### config.mk
export PLATFORM = sky130hd
export DESIGN_NAME = insn_fetch_queue
export DESIGN_NICKNAME = d
export VERILOG_FILES = /design/src/rtl/insn_fetch_queue.sv
export SDC_FILE = /design/constraint.sdc
export NUM_CORES = 1
export LEC_CHECK = 0
export CAP_MARGIN = 5
export CELL_PAD_IN_SITES_DETAIL_PLACEMENT = 0
export CELL_PAD_IN_SITES_GLOBAL_PLACEMENT = 1
export CORE_ASPECT_RATIO = 1.5
export CORE_MARGIN = 2
export CORE_UTILIZATION = 30
export DETAILED_ROUTE_END_ITERATION = 8
export HOLD_SLACK_MARGIN = 0.06
export PLACE_DENSITY = 0.59
export SLEW_MARGIN = 20
export SYNTH_ARGS = -nofsm -noshare
export SYNTH_HDL_FRONTEND = slang
export SYNTH_SLANG_ARGS = --single-unit
### constraint.sdc
create_clock -name clk -period 2.7 [get_ports clk]
set_input_delay 0.27 -clock clk [delete_from_list [all_inputs] [get_ports clk]]
set_output_delay 0.27 -clock clk [all_outputs]
set_load 0.005 [all_outputs]
### src/rtl/insn_fetch_queue.sv
// ----------------------------------------------------------------------------
// insn_fetch_queue
//
// Instruction fetch stage of the RV32I core. It owns the fetch PC and issues
// sequential word reads to an instruction memory with a fixed 1-cycle read
// latency. Each returned word is buffered in a small prefetch FIFO together
// with its PC. A PC redirect from branch/jump resolution flushes the FIFO,
// drops any read still in flight and restarts fetch at the new PC.
//
// Parameters
//   DEPTH        FIFO entries (power of two, >= 2)
//   RESET_PC     fetch PC after reset
//
// Ports
//   clk          single clock, rising edge
//   reset        synchronous, active-high reset
//   imem_req     read request this cycle
//   imem_addr    word-aligned byte address of the request
//   imem_rdata   read data, valid exactly one cycle after a request
//   insn_valid   FIFO head is valid
//   insn         instruction at the FIFO head
//   insn_pc      PC of the head instruction
//   insn_ready   decode consumes the head this cycle
//   redirect     flush and restart fetch
//   redirect_pc  new fetch PC
//   misalign_err misaligned redirect flag (constant 0 in the default build)
//
// Build option
//   FETCH_MISALIGN_TRAP_EN  when defined, a redirect to a PC with non-zero
//                           low bits raises misalign_err and halts fetch
//                           until the next aligned redirect or reset. When
//                           undefined, the low two PC bits are ignored.
// ----------------------------------------------------------------------------
module insn_fetch_queue #(
   parameter int          DEPTH    = 4,
   parameter logic [31:0] RESET_PC = 32'h0000_0000
) (
   input  logic        clk,
   input  logic        reset,
   output logic        imem_req,
   output logic [31:0] imem_addr,
   input  logic [31:0] imem_rdata,
   output logic        insn_valid,
   output logic [31:0] insn,
   output logic [31:0] insn_pc,
   input  logic        insn_ready,
   input  logic        redirect,
   input  logic [31:0] redirect_pc,
   output logic        misalign_err
);

   localparam int PTR_W = $clog2(DEPTH);
   localparam int CNT_W = PTR_W + 1;
   // One extra bit so count + inflight can never wrap in the compare.
   localparam int OCC_W = CNT_W + 1;

   // State registers and their next-state values.
   logic [31:0]      fetch_pc_q,    fetch_pc_d;
   logic [CNT_W-1:0] count_q,       count_d;
   logic             inflight_q,    inflight_d;
   logic [31:0]      inflight_pc_q, inflight_pc_d;
   logic [PTR_W-1:0] head_q,        head_d;
   logic [PTR_W-1:0] tail_q,        tail_d;

   // FIFO storage: instruction word and its PC per entry.
   logic [31:0] fifo_insn_q [DEPTH];
   logic [31:0] fifo_pc_q   [DEPTH];

   logic        halted;
   logic        push;
   logic        pop;
   logic [31:0] redirect_target;
   logic [OCC_W-1:0] occupancy;

   // Masking (rather than slicing) keeps every bit of redirect_pc in use
   // even in the build where the low bits carry no meaning.
   assign redirect_target = redirect_pc & 32'hFFFF_FFFC;

`ifdef FETCH_MISALIGN_TRAP_EN
   logic halted_q,       halted_d;
   logic misalign_err_q, misalign_err_d;
   logic redirect_misaligned;

   assign redirect_misaligned = (redirect_pc[1:0] != 2'b00);
   assign halted              = halted_q;
   assign misalign_err        = !reset && misalign_err_q;

   always_comb begin
      halted_d       = halted_q;
      misalign_err_d = misalign_err_q;
      // Both flags are sticky until the next redirect decides them again.
      if (redirect) begin
         halted_d       = redirect_misaligned;
         misalign_err_d = redirect_misaligned;
      end
   end

   always_ff @(posedge clk) begin
      if (reset) begin
         halted_q       <= 1'b0;
         misalign_err_q <= 1'b0;
      end else begin
         halted_q       <= halted_d;
         misalign_err_q <= misalign_err_d;
      end
   end
`else
   assign halted       = 1'b0;
   assign misalign_err = 1'b0;
`endif

   // Every in-flight read already owns a FIFO slot, so the FIFO can never
   // overflow. A same-cycle pop is deliberately not credited here.
   assign occupancy = OCC_W'(count_q) + OCC_W'(inflight_q);
   assign imem_req  = !reset && !redirect && !halted && (occupancy < OCC_W'(DEPTH));
   assign imem_addr = fetch_pc_q;

   // Outputs are forced low during reset even if the FIFO still holds data.
   assign insn_valid = !reset && (count_q != '0);
   assign insn       = fifo_insn_q[head_q];
   assign insn_pc    = fifo_pc_q[head_q];

   // The read returning this cycle is stale when a redirect is in progress.
   assign push = inflight_q && !redirect;
   assign pop  = insn_valid && insn_ready;

   // NOTE: every variable gets a default at the top of the block so that no
   // path leaves it unassigned, which would otherwise infer a latch.
   always_comb begin
      fetch_pc_d    = fetch_pc_q;
      count_d       = count_q;
      inflight_d    = 1'b0;
      inflight_pc_d = inflight_pc_q;
      head_d        = head_q;
      tail_d        = tail_q;

      if (imem_req) begin
         fetch_pc_d    = fetch_pc_q + 32'd4;
         inflight_d    = 1'b1;
         inflight_pc_d = fetch_pc_q;
      end

      if (pop) begin
         head_d = head_q + PTR_W'(1);
      end
      if (push) begin
         tail_d = tail_q + PTR_W'(1);
      end

      unique case ({push, pop})
         2'b10:   count_d = count_q + CNT_W'(1);
         2'b01:   count_d = count_q - CNT_W'(1);
         default: count_d = count_q;
      endcase

      // Redirect overrides everything above; a same-cycle pop still counts
      // as consumed by decode, but the FIFO is emptied regardless.
      if (redirect) begin
         fetch_pc_d = redirect_target;
         count_d    = '0;
         inflight_d = 1'b0;
         head_d     = '0;
         tail_d     = '0;
      end
   end

   // NOTE: sequential state is written with non-blocking assignments so all
   // registers update together from values sampled before the clock edge.
   always_ff @(posedge clk) begin
      if (reset) begin
         fetch_pc_q    <= RESET_PC;
         count_q       <= '0;
         inflight_q    <= 1'b0;
         inflight_pc_q <= '0;
         head_q        <= '0;
         tail_q        <= '0;
      end else begin
         fetch_pc_q    <= fetch_pc_d;
         count_q       <= count_d;
         inflight_q    <= inflight_d;
         inflight_pc_q <= inflight_pc_d;
         head_q        <= head_d;
         tail_q        <= tail_d;
      end
   end

   // NOTE: the FIFO storage is not reset; count_q gates insn_valid, so stale
   // contents are never observed and the array can map to plain flops/RAM.
   always_ff @(posedge clk) begin
      if (push) begin
         fifo_insn_q[tail_q] <= imem_rdata;
         fifo_pc_q[tail_q]   <= inflight_pc_q;
      end
   end

endmodule

==> results of run 1 <==
==> layer usage <==
metal | routed length (um) | GRT usage, % | vias to the layer above
met2 | 16210 | 25.98 | 180
met5 | 0 | 0 | -
met4 | 570 | 4.151 | 0
met1 | 12550 | 17.25 | 3676
li1 | - | - | 3350
met3 | 1286 | 2.098 | 27
==> path summary, 6_finish.rpt <==
| kind | slack (ns) | startpoint | cells after the start | endpoint |
|---|---|---|---|---|
| max reg2reg | 0.50 | inflight_q | 4 | imem_addr[18] |
| max | 0.15 | flop | 3 | insn_pc[21] |
| min | 0.16 | reset | 4 | head_q[0] |
| min reg2reg | 0.50 | inflight_pc_q[20] | 2 | inflight_pc_q[20] |
==> power breakdown <==
part           internal (W)  leakage [nW]  switching [W]  total [W]
combinational      0.000274          1.61       0.000234   0.000508
clock               0.00243         0.490        0.00178    0.00421
sequential          0.00533          2.99      0.0000824    0.00542
total               0.00804          5.10        0.00210     0.0101
==> logic make-up after synthesis <==
group                    Yosys count  share of synthesized area [%]
flip-flops                       318                          71.64
AND/OR/NAND/NOR                  194                          7.801
AO/OA/AOI/OAI                     99                          5.349
multiplexers                      63                          11.39
buffers and inverters             63                          2.168
XOR/XNOR                          12                         0.8510
adder cells (fa/ha/maj)            7                         0.7699
other                              1                        0.03036
==> state kept, by name, indices dropped and copies added, names as in the netlist, named ones only <==
name / flops
fifo_pc_q: 120
fifo_insn_q: 128
head_q: 2
inflight_pc_q: 30
tail_q: 2
inflight_q: 1
imem_addr: 30
count_q: 3
==> repair_timing <==
action / CTS / global route
gates resized for setup: 1 / 1
setup endpoints to repair: 11 / 2
endpoints found under the hold margin: 0 / 0
cloned: 0 / 0
==> worst reg2reg max path: stages, from the launching register on <==
cell and delay [ns]:
sky130_fd_sc_hd__dfxtp_1 0.37, sky130_fd_sc_hd__a31oi_1 0.48, sky130_fd_sc_hd__nand3_1 0.39, sky130_fd_sc_hd__or4_2 0.63, sky130_fd_sc_hd__a311oi_1 0.25
==> cells in the final DEF, fill, tap and decap left out, types with 8 or more instances in the layout <==
cell type / count
sky130_fd_sc_hd__o21ai_0: 8
sky130_fd_sc_hd__buf_12: 9
sky130_fd_sc_hd__nand2_1: 81
sky130_fd_sc_hd__nand3_1: 15
sky130_fd_sc_hd__dfxtp_1: 68
sky130_fd_sc_hd__mux4_2: 62
sky130_fd_sc_hd__clkbuf_1: 9
sky130_fd_sc_hd__clkdlybuf4s50_1: 158
sky130_fd_sc_hd__a311oi_1: 8
sky130_fd_sc_hd__or3_1: 8
sky130_fd_sc_hd__clkbuf_16: 34
sky130_fd_sc_hd__nand4_1: 14
sky130_fd_sc_hd__inv_1: 15
sky130_fd_sc_hd__edfxtp_1: 248
sky130_fd_sc_hd__a21oi_1: 36
sky130_fd_sc_hd__nor3_1: 9
sky130_fd_sc_hd__buf_4: 26
sky130_fd_sc_hd__or4_1: 10
sky130_fd_sc_hd__a31oi_1: 8
sky130_fd_sc_hd__nor2_1: 27
==> per-stage QoR <==
step                      utilization, %  instance area (um2)  power (W)  setup slack (ns)  std cells
after CTS                          38.61                15780    0.01029           0.03447       1474
final                              38.62                15790    0.01014            0.1493       1474
after detailed placement           36.16                14780   0.006039            0.2769       1419
after global placement             36.16                14780   0.006032            0.2458       1419
after global routing               38.62                15790    0.01052           0.01967       1474
after floorplan                        -                12370   0.005691            0.1303        761
==> layout make-up <==
cell class	instances	area, um2	share of cell area (%)
clock buffer	45	912.1	5.778
clock inverter	10	85.08	0.5390
inverter	15	56.30	0.3567
multi-input combinational	380	3259	20.65
sequential	318	8856	56.10
tap	511	639.4	4.050
timing repair buffer	195	1977	12.52
==> results.json, run 1 <==
{
  "post_synth.cell_area_avg_um2": 16.32,
  "static-leakage-power_nw": 5.097,
  "critical_path.max_fanout": 15,
  "die_x_um": 169.7,
  "power.ir.vdd_worst_mv": 0.4613,
  "finalWirelength_um": 30620,
  "synth-main-ff-cell": "sky130_fd_sc_hd__edfxtp_1",
  "achievable-frequency_mhz": 392.1,
  "routed-via-count": 7233,
  "critical_path.max_stage_delay_ns": 0.58,
  "cts_buffers": 30,
  "final.min_clock_period_ns": 2.551,
  "num_rows": 91,
  "drt_iter0_drc": 421,
  "synthesis.yosys.warnings": 0,
  "ioPinCount": 167,
  "outcome": "completed",
  "synthMostInstantiatedCell": "sky130_fd_sc_hd__edfxtp_1",
  "grt_pass1_wl_um": 45980,
  "timing.final.hold_violations": 0,
  "num-fill-cells": 3798,
  "timing.critical_path.required_ns": 2.43,
  "area_growth_syn_to_layout_pct": 27.81,
  "critical_path_buf_inv_count": 2,
  "floorplan.initialDensity_pct": 30.22,
  "register_bit_count_reported_by_yosys": 318,
  "cts_tree": "done",
  "synthTopCellsByCount": "sky130_fd_sc_hd__edfxtp_1, sky130_fd_sc_hd__nand2_1, sky130_fd_sc_hd__dfxtp_1, sky130_fd_sc_hd__mux4_2, sky130_fd_sc_hd__a21oi_1",
  "tightest_slew_ns": 0.5988,
  "ant_nets": 0,
  "n_antenna_cell": 0,
  "postCtsSetupBuffers": 0,
  "setup-violations-final": 0,
  "hp-class": "in2reg",
  "synth_seq_area_share_pct": 71.64,
  "maxSlewViolCount": 0,
  "netlist-cell-type-count": 57,
  "setup_tns_ns": 0,
  "whs_ns": 0.1574,
  "worstSetupPathType": "reg2out",
  "initial_antenna_violation_count": 0,
  "detailedRoute.firstPassIterationCount": 5,
  "detail_routed_via_count_per_cell": 4.907,
  "critPathTopFamily": "buffers and inverters",
  "max-cap-violations": 0,
  "cellPowerDensity_nw_per_um2": 642.1,
  "clock_root_cell": "sky130_fd_sc_hd__clkbuf_16",
  "yosysTopAreaCell": "sky130_fd_sc_hd__edfxtp_1",
  "remaining_drc_errors": 0,
  "synth.top_cell.area_share_pct": 60.30,
  "numPortBuffers": 159,
  "place_congestion": 0.7758,
  "synth.cell_area_um2": 12350,
  "post_route_cells_drive_above_1_share_pct": 16.93,
  "max_stage_delay_cell_worst_path": "sky130_fd_sc_hd__mux4_2",
  "clock_sink_count": 318,
  "rsz0062_at_grt": "false",
  "ctsLongestPathBuffers": 3,
  "routed_wire_length_per_instance_um": 20.77,
  "max-slew-margin-rel_pct": 59.71,
  "placeableCoreArea_um2": 40880,
  "synthArstFlopShare_pct": 0,
  "track_usage_pct": 14.20,
  "final_global_route_overflow_total": 0,
  "maximum_number_of_pins_on_one_net_before_global_route_repair": 63,
  "synth_top_cells_by_area": "sky130_fd_sc_hd__edfxtp_1, sky130_fd_sc_hd__dfxtp_1, sky130_fd_sc_hd__mux4_2, sky130_fd_sc_hd__nand2_1, sky130_fd_sc_hd__a21oi_1",
  "cp_cell_sequence": "buf_12 > mux4_2 > clkdlybuf4s50_1",
  "worst_ep_arrival_time_ns": 2.28,
  "clkTransAtPathRegs_ns": 0.06,
  "setup_skew_ns": 0.01080,
  "clk_latency_ns": 0.56,
  "critical_path.startpoint_type": "flop",
  "edff_count_synth": 248,
  "total_half_perimeter_wirelength_after_legalization_and_detailed_placement_um": 19850,
  "floorplan.die_area_um2": 42840,
  "die_h_um": 252.5,
  "setup_crit_end_kind": "output pin",
  "layout.nets": 1015,
  "synthCells": 757,
  "cts-hold-fix-buffers": 0,
  "ctsHtreeMaxLevel": 1,
  "first_global_vias": 7560,
  "post-route-period-util_pct": 94.47
}
Note: power is estimated with default switching activity, not from simulation.
==> run 2, diff against run 1 <==
- CAP_MARGIN: 5 -> 20
==> results of run 2 <==
Final layout, timing and power as in run 1 (identical DEF).
